==> config.mk <==
export PLATFORM = sky130hd
export DESIGN_NAME = otter_alu_pipe
export DESIGN_NICKNAME = d
export VERILOG_FILES = /design/src/rtl/otter_alu_pkg.sv /design/src/rtl/otter_alu_core.sv /design/src/rtl/otter_alu_pipe.sv
export SDC_FILE = /design/constraint.sdc
export NUM_CORES = 1
export LEC_CHECK = 0
export BUFFER_PORTS_ARGS = -buffer_cell sky130_fd_sc_hd__buf_2
export CAP_MARGIN = 20
export CORE_ASPECT_RATIO = 1.1
export CORE_MARGIN = 5
export CORE_UTILIZATION = 38
export CTS_CLUSTER_SIZE = 30
export DETAILED_ROUTE_END_ITERATION = 8
export PLACE_DENSITY = 0.56
export SLEW_MARGIN = 40
export SYNTH_ARGS = -nofsm -noshare
export SYNTH_HDL_FRONTEND = slang
export SYNTH_HIERARCHICAL = 1
export SYNTH_SLANG_ARGS = --single-unit
==> constraint.sdc <==
create_clock -name CLK -period 3.4 [get_ports CLK]
set_clock_uncertainty 0.05 [all_clocks]
set_input_delay 0.68 -clock CLK [delete_from_list [all_inputs] [get_ports CLK]]
set_output_delay 0.68 -clock CLK [all_outputs]
set_load 0.1 [all_outputs]
==> src/rtl/otter_alu_pkg.sv <==
// Shared types and constants for the OTTER pipelined ALU.
// The optional multiplier is enabled by defining OTTER_ALU_MUL_EN.
package otter_alu_pkg;

  typedef enum logic [3:0] {
    FUN_ADD    = 4'b0000,
    FUN_SLL    = 4'b0001,
    FUN_SLT    = 4'b0010,
    FUN_SLTU   = 4'b0011,
    FUN_XOR    = 4'b0100,
    FUN_SRL    = 4'b0101,
    FUN_OR     = 4'b0110,
    FUN_AND    = 4'b0111,
    FUN_SUB    = 4'b1000,
    FUN_COPY_A = 4'b1001,
    FUN_MUL    = 4'b1010,
    FUN_MULHU  = 4'b1011,
    FUN_SRA    = 4'b1101
  } alu_fun_e;

  typedef enum logic [1:0] {
    ST_IDLE = 2'b00,
    ST_BUSY = 2'b01,
    ST_DONE = 2'b10
  } alu_state_e;

  // Replicated across the result width for undefined function codes.
  localparam logic ILLEGAL_RESULT = 1'b1;

endpackage

==> src/rtl/otter_alu_core.sv <==
// Combinational single-cycle ALU datapath; multiply codes are reported
// illegal here and overridden by the pipeline when the multiplier exists.
module otter_alu_core
  import otter_alu_pkg::*;
#(
  parameter int WIDTH = 32
) (
  input  logic [WIDTH-1:0] a,
  input  logic [WIDTH-1:0] b,
  input  logic [3:0]       fun,
  output logic [WIDTH-1:0] result,
  output logic             illegal
);

  localparam int SHAMT_W = $clog2(WIDTH);

  logic [SHAMT_W-1:0] shamt_s;

  assign shamt_s = b[SHAMT_W-1:0];

  // Function decode and result selection.
  always_comb begin
    result  = '0;
    illegal = 1'b0;
    case (fun)
      FUN_ADD:    result = a + b;
      FUN_SUB:    result = a - b;
      FUN_SLL:    result = a << shamt_s;
      FUN_SLT:    result = {{(WIDTH-1){1'b0}}, ($signed(a) < $signed(b))};
      FUN_SLTU:   result = {{(WIDTH-1){1'b0}}, (a < b)};
      FUN_XOR:    result = a ^ b;
      FUN_SRL:    result = a >> shamt_s;
      FUN_SRA:    result = $unsigned($signed(a) >>> shamt_s);
      FUN_OR:     result = a | b;
      FUN_AND:    result = a & b;
      FUN_COPY_A: result = a;
      default: begin
        result  = {WIDTH{ILLEGAL_RESULT}};
        illegal = 1'b1;
      end
    endcase
  end

endmodule

==> src/rtl/otter_alu_pipe.sv <==
// Handshaked ALU with registered result and IDLE/BUSY/DONE control.
// Define OTTER_ALU_MUL_EN to add the iterative shift-add MUL/MULHU unit.
module otter_alu_pipe
  import otter_alu_pkg::*;
#(
  parameter int WIDTH = 32
) (
  input  logic             CLK,
  input  logic             RST_N,
  input  logic             FLUSH,
  input  logic             IN_VALID,
  output logic             IN_READY,
  input  logic [WIDTH-1:0] ALU_A,
  input  logic [WIDTH-1:0] ALU_B,
  input  logic [3:0]       ALU_FUN,
  output logic             OUT_VALID,
  input  logic             OUT_READY,
  output logic [WIDTH-1:0] ALU_RESULT,
  output logic             ZERO,
  output logic             ILLEGAL
);

  localparam int SHAMT_W = $clog2(WIDTH);

  alu_state_e       state_r, state_next_s;
  logic             accept_s;
  logic             is_mul_s;
  logic             mul_last_s;
  logic [WIDTH-1:0] mul_result_s;
  logic [WIDTH-1:0] core_result_s;
  logic             core_illegal_s;
  logic             load_s;
  logic [WIDTH-1:0] load_result_s;
  logic             load_illegal_s;
  logic             out_valid_r;
  logic [WIDTH-1:0] result_r;
  logic             zero_r;
  logic             illegal_r;

  otter_alu_core #(.WIDTH(WIDTH)) u_core (
    .a       (ALU_A),
    .b       (ALU_B),
    .fun     (ALU_FUN),
    .result  (core_result_s),
    .illegal (core_illegal_s)
  );

  assign IN_READY   = !FLUSH && ((state_r == ST_IDLE) || ((state_r == ST_DONE) && OUT_READY));
  assign accept_s   = IN_VALID && IN_READY;
  assign OUT_VALID  = out_valid_r;
  assign ALU_RESULT = result_r;
  assign ZERO       = zero_r;
  assign ILLEGAL    = illegal_r;

`ifdef OTTER_ALU_MUL_EN
  logic [WIDTH-1:0]   mcand_r;
  logic [2*WIDTH-1:0] prod_r;
  logic [2*WIDTH-1:0] prod_next_s;
  logic [WIDTH:0]     psum_s;
  logic [SHAMT_W-1:0] cnt_r;
  logic               hi_r;

  assign is_mul_s     = (ALU_FUN == FUN_MUL) || (ALU_FUN == FUN_MULHU);
  // Multiplier sits in the low half and is consumed LSB first.
  assign psum_s       = {1'b0, prod_r[2*WIDTH-1:WIDTH]} + (prod_r[0] ? {1'b0, mcand_r} : '0);
  assign prod_next_s  = {psum_s, prod_r[WIDTH-1:1]};
  assign mul_last_s   = (state_r == ST_BUSY) && (cnt_r == SHAMT_W'(WIDTH - 1));
  assign mul_result_s = hi_r ? prod_next_s[2*WIDTH-1:WIDTH] : prod_next_s[WIDTH-1:0];

  // Shift-add multiplier state.
  always_ff @(posedge CLK or negedge RST_N) begin
    if (!RST_N) begin
      mcand_r <= '0;
      prod_r  <= '0;
      cnt_r   <= '0;
      hi_r    <= 1'b0;
    end else if (accept_s && is_mul_s) begin
      mcand_r <= ALU_A;
      prod_r  <= {{WIDTH{1'b0}}, ALU_B};
      cnt_r   <= '0;
      hi_r    <= (ALU_FUN == FUN_MULHU);
    end else if (state_r == ST_BUSY) begin
      prod_r  <= prod_next_s;
      cnt_r   <= cnt_r + 1'b1;
    end
  end
`else
  assign is_mul_s     = 1'b0;
  assign mul_last_s   = 1'b0;
  assign mul_result_s = '0;
`endif

  // Next-state and result-load decode.
  always_comb begin
    state_next_s   = state_r;
    load_s         = 1'b0;
    load_result_s  = core_result_s;
    load_illegal_s = core_illegal_s;
    if (FLUSH) begin
      state_next_s = ST_IDLE;
    end else if (accept_s) begin
      if (is_mul_s) begin
        state_next_s = ST_BUSY;
      end else begin
        state_next_s = ST_DONE;
        load_s       = 1'b1;
      end
    end else begin
      case (state_r)
        ST_IDLE: state_next_s = ST_IDLE;
        ST_BUSY: begin
          if (mul_last_s) begin
            state_next_s   = ST_DONE;
            load_s         = 1'b1;
            load_result_s  = mul_result_s;
            load_illegal_s = 1'b0;
          end else begin
            state_next_s = ST_BUSY;
          end
        end
        ST_DONE: begin
          if (OUT_READY) begin
            state_next_s = ST_IDLE;
          end else begin
            state_next_s = ST_DONE;
          end
        end
        default: state_next_s = ST_IDLE;
      endcase
    end
  end

  // State, valid flag and result registers.
  always_ff @(posedge CLK or negedge RST_N) begin
    if (!RST_N) begin
      state_r     <= ST_IDLE;
      out_valid_r <= 1'b0;
      result_r    <= '0;
      zero_r      <= 1'b1;
      illegal_r   <= 1'b0;
    end else begin
      state_r     <= state_next_s;
      out_valid_r <= (state_next_s == ST_DONE);
      if (load_s) begin
        result_r  <= load_result_s;
        zero_r    <= (load_result_s == '0);
        illegal_r <= load_illegal_s;
      end
    end
  end

endmodule

# After elaboration in Yosys (flattened, before gate mapping)
# Index checks and enable logic that the tools add are counted.
[classes]
n_reduce_logical = 9
order_cmp = 2
n_eq_ne = 13
n_bitwise = 3
n_mux = 8
addsub = 2
shift = 3
[ops]
columns = ["cell", "count"]
rows = [
  ["32-bit case mux with 11 select lines", 1],
  ["32-bit less-than comparator", 2],
  ["32-bit adder", 1],
  ["32-bit AND", 1],
  ["32-bit zero test", 1],
  ["32-bit bitwise OR", 1],
  ["32-bit by 5-bit << shifter with 32-bit output", 1],
  ["32-bit by 5-bit right shift with 32-bit output", 1],
  ["32-bit by 5-bit >>> shifter with 32-bit output", 1],
  ["32-bit subtractor", 1],
  ["32-bit XOR", 1],
  ["4-bit by 3-bit == test with 1-bit output, second input constant", 4],
  ["4-bit == test, second input constant", 3],
  ["11-bit OR reduction", 1],
  ["4-bit by 2-bit == test with 1-bit output, second input constant", 2],
  ["2-bit two-way mux", 3],
  ["2-bit == test, second input constant", 2],
  ["4-bit by 1-bit == test with 1-bit output, second input constant", 1],
  ["4-bit zero test", 1],
  ["2-bit case mux with 2 select lines", 1],
  ["1-bit logical AND", 3],
  ["1-bit two-way mux", 3],
  ["2-bit by 1-bit == test with 1-bit output, second input constant", 1],
  ["2-bit zero test", 1],
  ["other kinds (2)", 2],
]
[totals]
out_inout_bits = 36
elab_cells = 45
reg_bits = 37

# Depth between registers and ports, before layout
[depth]
depth_word = 8
mapped_depth = 20
mapped_depth_nobuf = 15

# Cells and area by module
# Netlist, hierarchy kept.
[by_module_without_submodules]
columns = ["module", "cells_each", "area_each_um2", "seq_area_each_um2", "instances"]
rows = [
  ["otter_alu_core", 1335, 9253.9, 0.0, 1],
  ["otter_alu_pipe", 101, 1660.3, 927.1, 1],
]

# Least setup slack after synthesis
# OpenSTA, ideal clock, no wires.
[synth_path]
path_kind = "input-to-reg"
from = "in ALU_B[2]"
to = "reg zero_r (netlist: ZERO)"
path_buffers = 6
setup_slack_ns = -1.406
t_arrival_ns = 4.665
cell_stages = 20
cell_sequence = "clkbuf_1 > inv_2 > buf_2 > buf_2 > buf_2 > buf_2 > ha_1 > buf_6 > a21oi_1 > o211ai_1 > a31o_1 > a2111oi_4 > o211ai_2 > a21oi_4 > o21ai_0 > a221oi_1 > o21ai_1 > nor4_1 > nand4_1 > o31ai_1"
[synth_between]
elab_chain_len = 3
elab_cells_between_ends = 12
[synth_rtl]
columns = ["element", "line_no", "rtl"]
rows = [
  ["start, declared", "otter_alu_pipe.sv:14", "input logic [WIDTH-1:0] ALU_B,"],
  ["32-bit subtractor, or another cell as far along", "otter_alu_core.sv:27", "FUN_SUB: result = a - b;"],
  ["32-bit case mux with 11 select lines (*)", "otter_alu_core.sv:25", "case (fun)"],
  ["via core_result_s[24]", "otter_alu_pipe.sv:30", "logic [WIDTH-1:0] core_result_s;"],
  ["32-bit zero test (*)", "otter_alu_pipe.sv:146", "zero_r <= (load_result_s == '0);"],
  ["end signal, assigned", "otter_alu_pipe.sv:146", ""],
  ["end, declared", "otter_alu_pipe.sv:37", "logic zero_r;"],
]
# The timed path passes the listed nets; every way through them passes the cells marked *.
# A chain may end at the register's enable or synchronous reset.

# Worst setup path after layout
[layout_path]
from = "in ALU_A[0]"
to = "reg zero_r (netlist: ZERO)"
[layout_between]
elab_chain_len = 3
elab_cells_between_ends = 12
[layout_rtl]
columns = ["element", "line_no", "rtl"]
rows = [
  ["start, declared", "otter_alu_pipe.sv:13", "input logic [WIDTH-1:0] ALU_A,"],
  ["32-bit subtractor, or another cell as far along", "otter_alu_core.sv:27", ""],
  ["32-bit case mux with 11 select lines (*)", "otter_alu_core.sv:25", ""],
  ["via core_result_s[14]", "otter_alu_pipe.sv:30", ""],
  ["32-bit zero test (*)", "otter_alu_pipe.sv:146", ""],
]
# Marks and branches as above.

==> results.ini <==
[run_status]
status = finished with violations
violations = setup timing

[synth]
synth_top_cell_by_area = ha_1
synthMostInstantiatedCell = nor2_1
synthCells = 1436
synth_edf_count = 0
synth_common_cells = nor2_1, o21ai_0, a21oi_1
synth_top_area_share_pct = 11.46
synth_area_um2 = 10910
postSynth.topFlopCell = dfrtp_1
synthArstFlopShare_pct = 100.0
synth.distinct_cells = 97
synthTopCellsByArea = ha_1, mux4_2, dfrtp_1
synth_seq_cells = 37
ys_warn_count = 6
syn_avg_cell_area_um2 = 7.600
synthesis.nets = 1611
yosysSeqAreaShare_pct = 8.495

[timing]
grt_setup_unrepaired = true
hold_violations = 0
fmax_mhz = 256.2
finalMaxSlewViolations = 0
setup_viol = 20
totalNegativeSetupSlack_ns = -3.269
relSlewSlack_pct = 41.26
tightestPinTransition_ns = 0.8802
min_period_ns = 3.904
fin_crit_sh_pct = 114.8
worst_slack_ns = -0.5035
holdWs_ns = 0.2946

[cells_and_area]
multiInputGateArea_um2 = 10040
fill_cells = 2580
nets = 2249
n_antenna_cell = 0
area_delta_synth_final_pct = 64.32
stdcell_count = 2443
seq_area_um2 = 927.1
drive_gt1_share_pct = 50.31

[clock_network]
worstSkewPairLatency_ns = 0.28
cts_root_buf = clkbuf_16
cts.htree.levels = 2
tritoncts = done
cts_buffers = 5
hold_buffers = 0
clkSinkCount = 37
clockBufferDepth = 2
clkSlewWorstSetupHoldPaths_ns = 0.06

[global_route]
antenna_found_initial = 0
grtUsageTotal_pct = 37.58
grt_use_met3_pct = 4.891
grt_pass1_wl_um = 91800
overflow = 0
met2_usage_pct = 61.50
grt_busiest_layer = met2
grt_max_degree = 78
grt_pass1_vias = 14520
gr-usage-met1_pct = 46.05

[route]
dr.pass1.iters = 6
ant_nets = 0
drc = 0
routedWlPerCell_um = 25.97
via_per_inst = 6.107
drtIter0Drc = 1671
dr_total_vias = 14920
routed_wl_um = 63440

[critical_path]
crit_path_end_kind = flop
r2r_cells = 5
worst-path-max-fanout = 3
crit_type = in -> reg
regToRegStartpoint = state_r[0]
cp.required_ns = 3.56
worst_r2r_endpoint = ALU_RESULT[18]
startpoint_type = primary input
reg2reg_slack_ns = 1.30
critPathArrivalTime_ns = 4.06

[power_and_ir_drop]
ir_drop_mv = 0.5885
p_per_area_nw_per_um2 = 295.8
power_w = 0.005306
leakage_nw = 8.381

[floorplanning]
die_w_um = 171.6
rows = 65
die_y_um = 187.7
num_io_pins = 109
start_util_pct = 38.23
die_area_um2 = 32210
core-area_um2 = 28550

[place]
dp_hpwl_um = 51000
dp.cells = 2364
port_buffers = 108
routabilityCongestion = 1.048
dp_slack_ns = -1.074

[min_path]
hp-class = in -> async

[flow_run]
drv_cap = 0

how the worst max path moves through the flow:
stage,start,to,slack (ns),cells past startpoint
after CTS,ALU_B[0],ZERO,-0.48,17
after floorplan,ALU_B[2],ZERO,-0.77,20
after global routing,ALU_A[0],ZERO,-0.62,20
after detailed placement,ALU_A[8],ZERO,-1.07,16
final,ALU_A[0],ZERO,-0.50,20
after global placement,ALU_A[8],ZERO,-1.08,16
power breakdown:
part / leakage [nW] / switching (W) / internal (W) / total (W)
sequential: 0.428 / 0.0000604 / 0.000552 / 0.000612
combinational: 7.87 / 0.00249 / 0.00165 / 0.00415
clock: 0.0831 / 0.000181 / 0.000366 / 0.000546
repair_timing:
action / 4_1_cts / 5_1_grt
pin swaps: 79 / 83
endpoints found under the setup margin: 29 / 28
gates cloned: 4 / 0
setup buffers: 50 / 33
gates resized for setup: 148 / 127
kinds of logic (layout without fill, tap and decap cells):
family / Yosys count / in the layout / synth area share [%]
fa+ha+maj: 102 / 102 / 11.83
simple gates: 431 / 431 / 18.29
flops: 37 / 37 / 8.495
xor+xnor: 2 / 2 / 0.1605
compound gates: 510 / 510 / 32.62
mux: 139 / 139 / 19.37
buf+inv: 215 / 854 / 9.240
stage by stage:
step                util [%]  area (um^2)
finish                 62.83        17930
global route           62.83        17930
CTS                    60.39        17240
detailed placement     55.62        15880
global placement       55.60        15870
floorplan                  -        11060
placed cells by master (no fill, tap or decap), types with 8 or more instances in the layout:
| cell | instances |
|---|---|
| a211o_1 | 9 |
| o21ai_1 | 17 |
| a22oi_1 | 14 |
| a221o_1 | 12 |
| mux2_4 | 29 |
| a211oi_2 | 11 |
| mux2i_1 | 41 |
| ha_4 | 13 |
| inv_1 | 88 |
| nand3_1 | 17 |
| a21oi_2 | 15 |
| o21ai_0 | 86 |
| nor3_1 | 27 |
| a221oi_1 | 19 |
| nand2_1 | 101 |
| o2111ai_1 | 9 |
| buf_6 | 45 |
| a21o_1 | 20 |
| nand4_1 | 8 |
| nor2_1 | 157 |
| nor4_1 | 10 |
| a221oi_2 | 10 |
| mux4_2 | 45 |
| o211ai_1 | 16 |
| o21ai_2 | 14 |
| buf_4 | 572 |
| o22ai_1 | 16 |
| a31oi_1 | 19 |
| a211oi_1 | 13 |
| nand2b_1 | 13 |
| dfrtp_1 | 36 |
| and3_1 | 9 |
| a21oi_1 | 89 |
| ha_1 | 81 |
| nor2_2 | 15 |
| o21bai_1 | 18 |
| nor2b_1 | 10 |
| buf_12 | 22 |
| buf_2 | 97 |
| mux2_2 | 12 |
flip-flops by register name (all words and copies together) (netlist names):
register / count
ALU_RESULT: 32
state_r: 2
OUT_VALID: 1
ZERO: 1
ILLEGAL: 1
worst max-delay path, stage by stage:
cell      delay, ns
buf_8          0.10
buf_6          0.11
inv_4          0.05
ha_4           0.13
fa_2           0.21
nor2_2         0.04
o21a_1         0.21
a211o_4        0.37
o41ai_4        0.23
buf_6          0.18
buf_6          0.11
buf_6          0.09
o21bai_4       0.06
a221o_1        0.33
o21ai_2        0.09
buf_6          0.15
nand3_4        0.08
nor4_1         0.38
nand4_1        0.20
o31ai_2        0.25
final cells by class:
class / instances / area share, %
Multi-Input combinational cell: 1184 / 55.99
Timing Repair Buffer: 744 / 33.01
Sequential cell: 37 / 5.170
Tap cell: 368 / 2.567
Inverter: 102 / 2.288
Clock buffer: 6 / 0.7744
Clock inverter: 2 / 0.2093
routing by layer:
layer | vias up | wire, um
li1 | 6686 | -
met1 | 7133 | 23550
met2 | 870 | 29030
met3 | 231 | 5318
met4 | 0 | 5544
met5 | - | 0
No activity file was read; power rests on OpenSTA's default activity.
